===== config.mk =====
export PLATFORM = sky130hd
export DESIGN_NAME = prog_loader_flat
export DESIGN_NICKNAME = d
export VERILOG_FILES = /design/src/rtl/prog_loader_pkg.sv /design/src/rtl/prog_loader_if.sv /design/src/rtl/prog_loader_byte_packer.sv /design/src/rtl/prog_loader.sv /design/src/flat_wrapper.sv
export SDC_FILE = /design/constraint.sdc
export NUM_CORES = 1
export LEC_CHECK = 0
export BUFFER_PORTS_ARGS = -buffer_cell sky130_fd_sc_hd__buf_2
export CORE_MARGIN = 5
export CORE_UTILIZATION = 48
export CTS_BUF_LIST = sky130_fd_sc_hd__clkbuf_4 sky130_fd_sc_hd__clkbuf_8 sky130_fd_sc_hd__clkbuf_16
export DETAILED_ROUTE_END_ITERATION = 8
export HOLD_SLACK_MARGIN = 0.03
export PLACE_DENSITY = 0.69
export SLEW_MARGIN = 20
export SYNTH_ARGS = -nofsm -noshare
export SYNTH_HDL_FRONTEND = slang
export SYNTH_SLANG_ARGS = --single-unit

===== constraint.sdc =====
create_clock -name clk1 -period 6.35 [get_ports clk1]
set_input_delay 1.905 -clock clk1 [delete_from_list [all_inputs] [get_ports clk1]]
set_output_delay 1.905 -clock clk1 [all_outputs]
set_load 0.01 [all_outputs]

===== src/rtl/prog_loader_pkg.sv =====
// prog_loader_pkg
//   Shared definitions for the program loader and the pipeline's instruction
//   memory: memory geometry, the loader FSM state encoding and a helper that
//   limits a requested word count to the memory depth.
package prog_loader_pkg;

  localparam int IMEM_DEPTH = 1024;
  localparam int IMEM_AW    = 10;
  localparam int COUNT_W    = 11;

  typedef enum logic [1:0] {
    ST_IDLE    = 2'd0,
    ST_COLLECT = 2'd1,
    ST_WRITE   = 2'd2,
    ST_DONE    = 2'd3
  } loader_state_t;

  // Requests larger than the memory are trimmed so the write address can
  // never run past the last word.
  function automatic logic [COUNT_W-1:0] clampCount(input logic [COUNT_W-1:0] req);
    if (req > COUNT_W'(IMEM_DEPTH))
      return COUNT_W'(IMEM_DEPTH);
    return req;
  endfunction

endpackage


===== src/rtl/prog_loader_if.sv =====
// prog_loader_if
//   Bundles the loader's control, byte-stream and memory-write signals.
//   slave  : the loader itself (takes start/bytes, drives memory + status)
//   master : whoever requests loads and supplies bytes
//   Signals:
//     start, word_count      load request and number of words (0..1024)
//     byte_in, byte_valid    byte stream in; byte_ready is the loader's accept
//     mem_we/addr/wdata      instruction-memory write port
//     cpu_hold, busy, done   pipeline hold, activity, completion pulse
//     checksum               mod-2^32 sum of words written by the last load
interface prog_loader_if;
  import prog_loader_pkg::*;

  logic               start;
  logic [COUNT_W-1:0] word_count;
  logic [7:0]         byte_in;
  logic               byte_valid;
  logic               byte_ready;
  logic               mem_we;
  logic [IMEM_AW-1:0] mem_addr;
  logic [31:0]        mem_wdata;
  logic               cpu_hold;
  logic               busy;
  logic               done;
  logic [31:0]        checksum;

  modport slave (
    input  start, word_count, byte_in, byte_valid,
    output byte_ready, mem_we, mem_addr, mem_wdata, cpu_hold, busy, done, checksum
  );

  modport master (
    output start, word_count, byte_in, byte_valid,
    input  byte_ready, mem_we, mem_addr, mem_wdata, cpu_hold, busy, done, checksum
  );

endinterface


===== src/rtl/prog_loader_byte_packer.sv =====
// byte_packer
//   Assembles four accepted bytes into one 32-bit word.
//   Ports:
//     clk, rst          clock, async active-high reset
//     clear_i           restart at byte 0 with an empty word
//     push_i            a byte is accepted this cycle
//     byte_i            the byte being accepted
//     word_o            current word with byte_i merged into its lane; this is
//                       the complete word in the cycle word_complete_o is high
//     word_complete_o   push of the fourth byte of a word
module byte_packer #(
  parameter bit BIG_ENDIAN = 1'b1
) (
  input  logic        clk,
  input  logic        rst,
  input  logic        clear_i,
  input  logic        push_i,
  input  logic [7:0]  byte_i,
  output logic [31:0] word_o,
  output logic        word_complete_o
);

  logic [1:0]  index_q, index_d;
  logic [31:0] word_q,  word_d;
  logic [1:0]  lane;

  // Big-endian puts the first byte in the top lane, little-endian in lane 0.
  assign lane = BIG_ENDIAN ? (2'd3 - index_q) : index_q;

  // Merge the incoming byte into its lane; the 2-bit index wraps to 0 after
  // the fourth byte so the next word starts cleanly.
  always_comb begin
    word_d  = word_q;
    index_d = index_q;
    word_d[{lane, 3'b000} +: 8] = byte_i;
    if (clear_i)
      index_d = 2'd0;
    else if (push_i)
      index_d = index_q + 2'd1;
  end

  // Index and partial word registers.
  always_ff @(posedge clk or posedge rst) begin
    if (rst) begin
      index_q <= 2'd0;
      word_q  <= 32'd0;
    end else if (clear_i) begin
      index_q <= 2'd0;
      word_q  <= 32'd0;
    end else if (push_i) begin
      index_q <= index_d;
      word_q  <= word_d;
    end
  end

  assign word_o          = word_d;
  assign word_complete_o = push_i && (index_q == 2'd3);

endmodule


===== src/rtl/prog_loader.sv =====
// prog_loader
//   Streams a program, byte by byte, into instruction memory while holding
//   the CPU pipeline. Each four accepted bytes form one word which is written
//   in a single WRITE cycle; a running checksum of written words is kept.
//   Ports:
//     clk1   sole clock, rising edge
//     rst    asynchronous active-high reset
//     bus    prog_loader_if.slave (request, byte stream, memory write, status)
//   Parameter BIG_ENDIAN: 1 = first byte of a word lands in [31:24].
module prog_loader
  import prog_loader_pkg::*;
#(
  parameter bit BIG_ENDIAN = 1'b1
) (
  input  logic           clk1,
  input  logic           rst,
  prog_loader_if.slave   bus
);

  loader_state_t      state_q, state_d;
  logic [COUNT_W-1:0] count_q, count_d;
  logic [IMEM_AW-1:0] wordAddr_q, wordAddr_d;
  logic [IMEM_AW-1:0] memAddr_q, memAddr_d;
  logic [31:0]        memWdata_q, memWdata_d;
  logic [31:0]        checksum_q, checksum_d;

  logic        transfer;
  logic        packClear;
  logic [31:0] packedWord;
  logic        wordComplete;

  assign transfer  = (state_q == ST_COLLECT) && bus.byte_valid;
  assign packClear = (state_q == ST_IDLE) && bus.start;

  byte_packer #(.BIG_ENDIAN(BIG_ENDIAN)) u_packer (
    .clk             (clk1),
    .rst             (rst),
    .clear_i         (packClear),
    .push_i          (transfer),
    .byte_i          (bus.byte_in),
    .word_o          (packedWord),
    .word_complete_o (wordComplete)
  );

  // Next-state logic. wordAddr is the address of the word being collected;
  // mem_addr/mem_wdata are only reloaded when a word completes, so they hold
  // steady between writes.
  always_comb begin
    state_d    = state_q;
    count_d    = count_q;
    wordAddr_d = wordAddr_q;
    memAddr_d  = memAddr_q;
    memWdata_d = memWdata_q;
    checksum_d = checksum_q;
    unique case (state_q)
      ST_IDLE: begin
        if (bus.start) begin
          count_d    = clampCount(bus.word_count);
          wordAddr_d = '0;
          memAddr_d  = '0;
          checksum_d = 32'd0;
          state_d    = (bus.word_count == '0) ? ST_DONE : ST_COLLECT;
        end
      end
      ST_COLLECT: begin
        if (wordComplete) begin
          memWdata_d = packedWord;
          memAddr_d  = wordAddr_q;
          state_d    = ST_WRITE;
        end
      end
      ST_WRITE: begin
        checksum_d = checksum_q + memWdata_q;
        if (COUNT_W'(wordAddr_q) == count_q - COUNT_W'(1)) begin
          state_d = ST_DONE;
        end else begin
          wordAddr_d = wordAddr_q + IMEM_AW'(1);
          state_d    = ST_COLLECT;
        end
      end
      ST_DONE: state_d = ST_IDLE;
      default: state_d = ST_IDLE;
    endcase
  end

  // State and datapath registers.
  always_ff @(posedge clk1 or posedge rst) begin
    if (rst) begin
      state_q    <= ST_IDLE;
      count_q    <= '0;
      wordAddr_q <= '0;
      memAddr_q  <= '0;
      memWdata_q <= 32'd0;
      checksum_q <= 32'd0;
    end else begin
      state_q    <= state_d;
      count_q    <= count_d;
      wordAddr_q <= wordAddr_d;
      memAddr_q  <= memAddr_d;
      memWdata_q <= memWdata_d;
      checksum_q <= checksum_d;
    end
  end

  assign bus.byte_ready = (state_q == ST_COLLECT);
  assign bus.mem_we     = (state_q == ST_WRITE);
  assign bus.cpu_hold   = (state_q == ST_COLLECT) || (state_q == ST_WRITE);
  assign bus.busy       = (state_q != ST_IDLE);
  assign bus.done       = (state_q == ST_DONE);
  assign bus.mem_addr   = memAddr_q;
  assign bus.mem_wdata  = memWdata_q;
  assign bus.checksum   = checksum_q;

endmodule

===== src/flat_wrapper.sv =====
// flat-port wrapper written by rule: the top's interface ports become plain ports
module prog_loader_flat import prog_loader_pkg::*;
#(
  parameter bit BIG_ENDIAN = 1'b1
)
  (clk1, rst, bus_start, bus_word_count, bus_byte_in, bus_byte_valid, bus_byte_ready, bus_mem_we, bus_mem_addr, bus_mem_wdata, bus_cpu_hold, bus_busy, bus_done, bus_checksum);
  prog_loader_if bus_i ();
  input  logic clk1;
  input  logic rst;
  input wire logic [$bits(bus_i.start)-1:0] bus_start;
  input wire logic [$bits(bus_i.word_count)-1:0] bus_word_count;
  input wire logic [$bits(bus_i.byte_in)-1:0] bus_byte_in;
  input wire logic [$bits(bus_i.byte_valid)-1:0] bus_byte_valid;
  output wire logic [$bits(bus_i.byte_ready)-1:0] bus_byte_ready;
  output wire logic [$bits(bus_i.mem_we)-1:0] bus_mem_we;
  output wire logic [$bits(bus_i.mem_addr)-1:0] bus_mem_addr;
  output wire logic [$bits(bus_i.mem_wdata)-1:0] bus_mem_wdata;
  output wire logic [$bits(bus_i.cpu_hold)-1:0] bus_cpu_hold;
  output wire logic [$bits(bus_i.busy)-1:0] bus_busy;
  output wire logic [$bits(bus_i.done)-1:0] bus_done;
  output wire logic [$bits(bus_i.checksum)-1:0] bus_checksum;
  assign bus_i.start = bus_start;
  assign bus_i.word_count = bus_word_count;
  assign bus_i.byte_in = bus_byte_in;
  assign bus_i.byte_valid = bus_byte_valid;
  assign bus_byte_ready = bus_i.byte_ready;
  assign bus_mem_we = bus_i.mem_we;
  assign bus_mem_addr = bus_i.mem_addr;
  assign bus_mem_wdata = bus_i.mem_wdata;
  assign bus_cpu_hold = bus_i.cpu_hold;
  assign bus_busy = bus_i.busy;
  assign bus_done = bus_i.done;
  assign bus_checksum = bus_i.checksum;
  prog_loader #(.BIG_ENDIAN(BIG_ENDIAN)) u_core (.clk1(clk1), .rst(rst), .bus(bus_i));
endmodule

# [Yosys cells after proc, flatten, opt, wreduce, memory -nomap -nowiden]
# Cells that the tools add are included.
[totals] output_inout_bits=79 elab_cells=63 ff_bits=131 in_bits=23
[op_classes] n_shift=2 n_mux=22 add_sub_neg=6 n_lt_le_gt_ge=1 eq_ne=8 n_reduce_logical=16
[op_table] cell="$mux 32" count=3
[op_table] cell="$pmux 32 s2" count=1
[op_table] cell="$pmux 10 s2" count=2
[op_table] cell="$add 32x32->32" count=1
[op_table] cell="$bwmux 32" count=1
[op_table] cell="$shift 8x7->32 const A" count=1
[op_table] cell="$shiftx 8x7->32" count=1
[op_table] cell="$mux 10" count=3
[op_table] cell="$mux 11" count=2
[op_table] cell="$mux 2" count=6
[op_table] cell="$eq 10x11->1" count=1
[op_table] cell="$gt 11x11->1 const B" count=1
[op_table] cell="$logic_not 11->1" count=1
[op_table] cell="$sub 11x1->11 const B" count=1
[op_table] cell="$add 10x1->10 const B" count=1
[op_table] cell="$pmux 2 s4" count=1
[op_table] cell="$reduce_and 2->1" count=4
[op_table] cell="$reduce_bool 2->1" count=4
[op_table] cell="$neg 5->7" count=1
[op_table] cell="$eq 2x2->1 const B" count=3
[op_table] cell="$reduce_and 3->1" count=2
[op_table] cell="$ne 2x2->1 const B" count=2
[op_table] cell="$logic_and 1x1->1" count=3
[op_table] cell="$mux 1" count=3
[op_table] cell="other kinds (6)" count=6

# [Logic depth before layout (Yosys ltp)]
[depth] ltp_word=6 depth_mapped=11 ltp_nobuf=11

# [By module]
# A second synthesis with hierarchy kept.
[unflattened] hier_cells=835 hier_area_um2=7952.6
[modules_own_cells] mod="prog_loader" cells_each=596 seq_area_each_um2=2427.3 area_per_inst_um2=5763.0 n_inst=1
[modules_own_cells] mod="byte_packer" cells_each=239 seq_area_each_um2=850.8 area_per_inst_um2=2189.6 n_inst=1

# [Worst setup path before layout]
# No wires, ideal clock.
[synth_path] path_type="input -> register" startpoint="input port bus_byte_valid" endpoint="register u_core.u_packer.word_q[24]" setup_ns=0.067 required_ns=6.283 stages=5 n_path_buf=1 path_slack_ns=3.009 t_arrival_ns=3.274 path_cell_list="and2_1 -> clkbuf_1 -> nand2_1 -> nor4_1 -> a22o_1"
[synth_via] elab_chain_len=2
[synth_lines] item="from (decl)" line_no="flat_wrapper.sv:13" source="input wire logic [$bits(bus_i.byte_valid)-1:0] bus_byte_valid;"
[synth_lines] item="$logic_and 1x1->1" line_no="prog_loader.sv:32" source="assign transfer = (state_q == ST_COLLECT) && bus.byte_valid;"
[synth_lines] item="$reduce_bool 2->1 (no line)"
[synth_lines] item="to (signal assigned)" line_no="prog_loader_byte_packer.sv:52" source="word_q <= word_d;"
[synth_lines] item="to (decl)" line_no="prog_loader_byte_packer.sv:24" source="logic [31:0] word_q, word_d;"
# Every way passes these cells.
# A chain may end at the register's enable or synchronous reset.

# [Worst setup path after layout]
[layout_path] startpoint="input port bus_byte_valid" endpoint="register u_core.memAddr_q[1] (netlist: u_core.bus.mem_addr[1])"
[layout_via] elab_chain_len=4
[layout_lines] item="$logic_and 1x1->1" line_no="prog_loader.sv:32"
[layout_lines] item="$logic_and 1x1->1" line_no="prog_loader_byte_packer.sv:57" source="assign word_complete_o = push_i && (index_q == 2'd3);"
[layout_lines] item="$ne 2x1->1 (no line)"
[layout_lines] item="$reduce_and 3->1 (no line)"
[layout_lines] item="to (signal assigned)" line_no="prog_loader.sv:99" source="memAddr_q <= memAddr_d;"
[layout_lines] item="to (decl)" line_no="prog_loader.sv:23" source="logic [IMEM_AW-1:0] memAddr_q, memAddr_d;"
# Every way passes these cells.

==> flow_metrics.env <==
export IMPL_grt_overflow=0
export IMPL_crit_path_max_fanout=26
export IMPL_finalCritPeriodShare_pct=61.2
export IMPL_routed_wl_um=18200
export IMPL_initialDrtViolationCount=260
export IMPL_setup_viol=0
export IMPL_relSlewSlack_pct=35.7
export IMPL_post_layout_nonfiller_instances=1051
export IMPL_cts_root_buf="clkbuf_16"
export IMPL_synth_top_flop_cell="dfrtp_1"
export IMPL_rsz0062_at_grt="no"
export IMPL_crit_path_start="bus_byte_valid"
export IMPL_seq_area_um2=3280
export IMPL_leakagePower_nw=4.38
export IMPL_initial_core_util_pct=49.4
export IMPL_postCtsSetupBuffers=0
export IMPL_synth_edf_count=0
export IMPL_yosysMostFrequentCell="dfrtp_1"
export IMPL_timing_setup_tns_ns=0
export IMPL_die_h_um=133
export IMPL_grt_pass1_vias=6155
export IMPL_synth_area_leader_cell="dfrtp_1"
export IMPL_p_per_area_nw_per_um2=398
export IMPL_syn_area_per_cell_um2=9.61
export IMPL_antenna_found_initial=0
export IMPL_syn_area_um2=7230
export IMPL_insertion_delay_ns=0.42
export IMPL_grt_pass1_wl_um=30700
export IMPL_slew_violations=0
export IMPL_layout_min_cycle_time_ns=3.89
export IMPL_r2r_start="u_core.state_q[1]"
export IMPL_layout_nets=920
export IMPL_ys_ff_latch=131
export IMPL_r2r_slack_ns=3.15
export IMPL_hpwl_um=13300
export IMPL_critPathKind="in -> reg"
export IMPL_gp_congestion=0.893
export IMPL_end_kind="flop"
export IMPL_min_path_cells=1
export IMPL_vdd_drop_max_uv=249
export IMPL_core_um2=14600
export IMPL_die_x_um=133
export IMPL_place_area_um2=7920
export IMPL_fin_skew_ns=0.00865
export IMPL_status="finished, final reports clean"
export IMPL_rr_endpoint="u_core.bus.mem_addr[1]"
export IMPL_vias=6133
export IMPL_required_ns=6.70
export IMPL_startpoint_type="input pin"
export IMPL_final_hold_viol_count=0
export IMPL_cts_hold_buf=0
export IMPL_synth_top_area_share_pct=45.3
export IMPL_postCtsResizedCells=0
export IMPL_r2r_cells=6
export IMPL_grt_max_degree=51
export IMPL_port_buffers=101
export IMPL_final_antenna_net_count=0
export IMPL_ios=102
export IMPL_cts_buffers=17
export IMPL_hold_class="reg -> reg"
export IMPL_synthCells=752
export IMPL_layout_drive_gt1_share_pct=17.7
export IMPL_die_area_um2=17600
export IMPL_h_tree_depth=4
export IMPL_final_area_um2=8560
export IMPL_place_inst=1018
export IMPL_clkTransAtPathRegs_ns=0.05
export IMPL_seq_area_frac_synth_pct=45.3
export IMPL_cp_data_arrival_time_ns=4.24
export IMPL_multi_input_area_um2=3790
export IMPL_avgViaCountPerCell=5.84
export IMPL_drt_pass1_iterations=4
export IMPL_hold_end="u_core.u_packer.word_q[12]"
export IMPL_synthArstFlopShare_pct=100
export IMPL_cts_sinks=131
export IMPL_synth_nets=819
export IMPL_synth_cell_type_count=63
export IMPL_drc_errors=0
export IMPL_min_from="u_core.u_packer.word_q[12]"
export IMPL_fillers=1288
export IMPL_worst_slew_pin_transition_ns=0.962
export IMPL_cts_tree="done"
export IMPL_wl_per_cell_um=17.3
export IMPL_clock_path_buffers=2
export IMPL_synth_common_cells="dfrtp_1, nand2_1, o21ai_0"
export IMPL_area_delta_synth_final_pct=18.4
export IMPL_ys_top_cells_by_area="dfrtp_1, ha_1, a22o_1"
export IMPL_fmax_ghz=0.257
export IMPL_gr_usage_all_layers_pct=21.3
export IMPL_ys_warn_count=0
export IMPL_cap_violations=0
export IMPL_rows=44
==> layer usage <==
layer  share of wire [%]  global-route usage (%)
met5                   0                       0
met4                 1.7                    7.04
met3                 4.3                    5.01
met2                  49                    35.8
met1                  45                    27.2
==> through the flow <==
step                      setup WS, ns  hold slack [ns]  utilization (%)  total power, mW
final                             2.46            0.497             58.4             3.40
after global routing              2.23            0.508             58.4             3.63
after CTS                         2.50            0.498             58.3             3.42
after detailed placement          2.05            0.482             54.0             2.38
after global placement            2.22            0.482             54.0             2.33
after floorplan                  0.947            0.466                -             2.00
==> critical path, stage by stage <==
cell	delay [ns]
buf_2	0.08
and2_1	0.53
nand2_1	0.74
nor2_1	0.73
a22o_1	0.25
==> cell type report <==
class	instances	area share [%]
multi-input cells	576	44.3
flip-flops and latches	131	38.3
repair buffers	106	6.35
clock buffers	24	5.88
well taps	184	2.69
clock inverters	8	1.45
inverters	21	0.950
diodes	1	0.0292
==> power breakdown <==
group	internal, mW	leakage, nW	total [mW]	switching [mW]
logic	0.464	2.27	1.19	0.727
registers	1.00	1.79	1.18	0.179
clock network	0.671	0.307	1.03	0.359
total	2.14	4.38	3.40	1.27
==> cell families (layout without fill, tap and decap cells) <==
| kind of cell | Yosys count | in the layout | synth area share, % |
|---|---|---|---|
| buffers and inverters | 45 | 159 | 2.39 |
| multiplexers | 2 | 2 | 0.277 |
| flip-flops | 131 | 131 | 45.3 |
| AO/OA/AOI/OAI | 228 | 228 | 22.0 |
| XOR/XNOR | 31 | 31 | 3.76 |
| other | 0 | 1 | 0 |
| AND/OR/NAND/NOR | 271 | 271 | 18.5 |
| adder cells (fa/ha/maj) | 44 | 44 | 7.72 |
==> layout by cell type (no fill, tap or decap), types with 4 or more instances in the layout <==
cell / count
a221oi_1: 8
nor2_1: 50
and3_1: 6
xnor2_1: 15
nand2b_1: 15
nor3_1: 11
and2_1: 4
clkbuf_8: 4
nand3_1: 17
a21oi_1: 31
a211o_1: 4
xor2_1: 16
clkbuf_16: 17
dfrtp_1: 131
nand2_1: 108
or3_1: 7
inv_1: 19
o21ai_0: 52
o21ai_1: 6
buf_2: 101
a22o_1: 49
ha_1: 43
a21o_1: 16
a211oi_1: 4
buf_4: 5
o21bai_1: 4
nor3b_1: 4
a31oi_1: 13
nand3b_1: 24
nand4_1: 10
o21a_1: 6
o31ai_1: 9
a32o_1: 5
==> worst max-delay path by stage <==
stage | endpoint | slack [ns] | cells past startpoint
5_1_grt | u_core.bus.mem_addr[4] | 2.23 | 5
6_report | u_core.bus.mem_addr[1] | 2.46 | 5
3_3_place_gp | u_core.bus.mem_addr[9] | 2.22 | 5
3_5_place_dp | u_core.bus.mem_addr[3] | 2.05 | 5
2_1_floorplan | u_core.bus.checksum[0] | 0.95 | 1
4_1_cts | u_core.bus.mem_addr[0] | 2.50 | 5
==> registers in the layout (all words and copies together), names as in the netlist <==
name	cells
u_core.bus.checksum	32
u_core.bus.mem_addr	10
u_core.bus.mem_wdata	32
u_core.count_q	11
u_core.state_q	2
u_core.u_packer.index_q	2
u_core.u_packer.word_q	32
u_core.wordAddr_q	10
No activity file was read; power rests on OpenSTA's default activity.
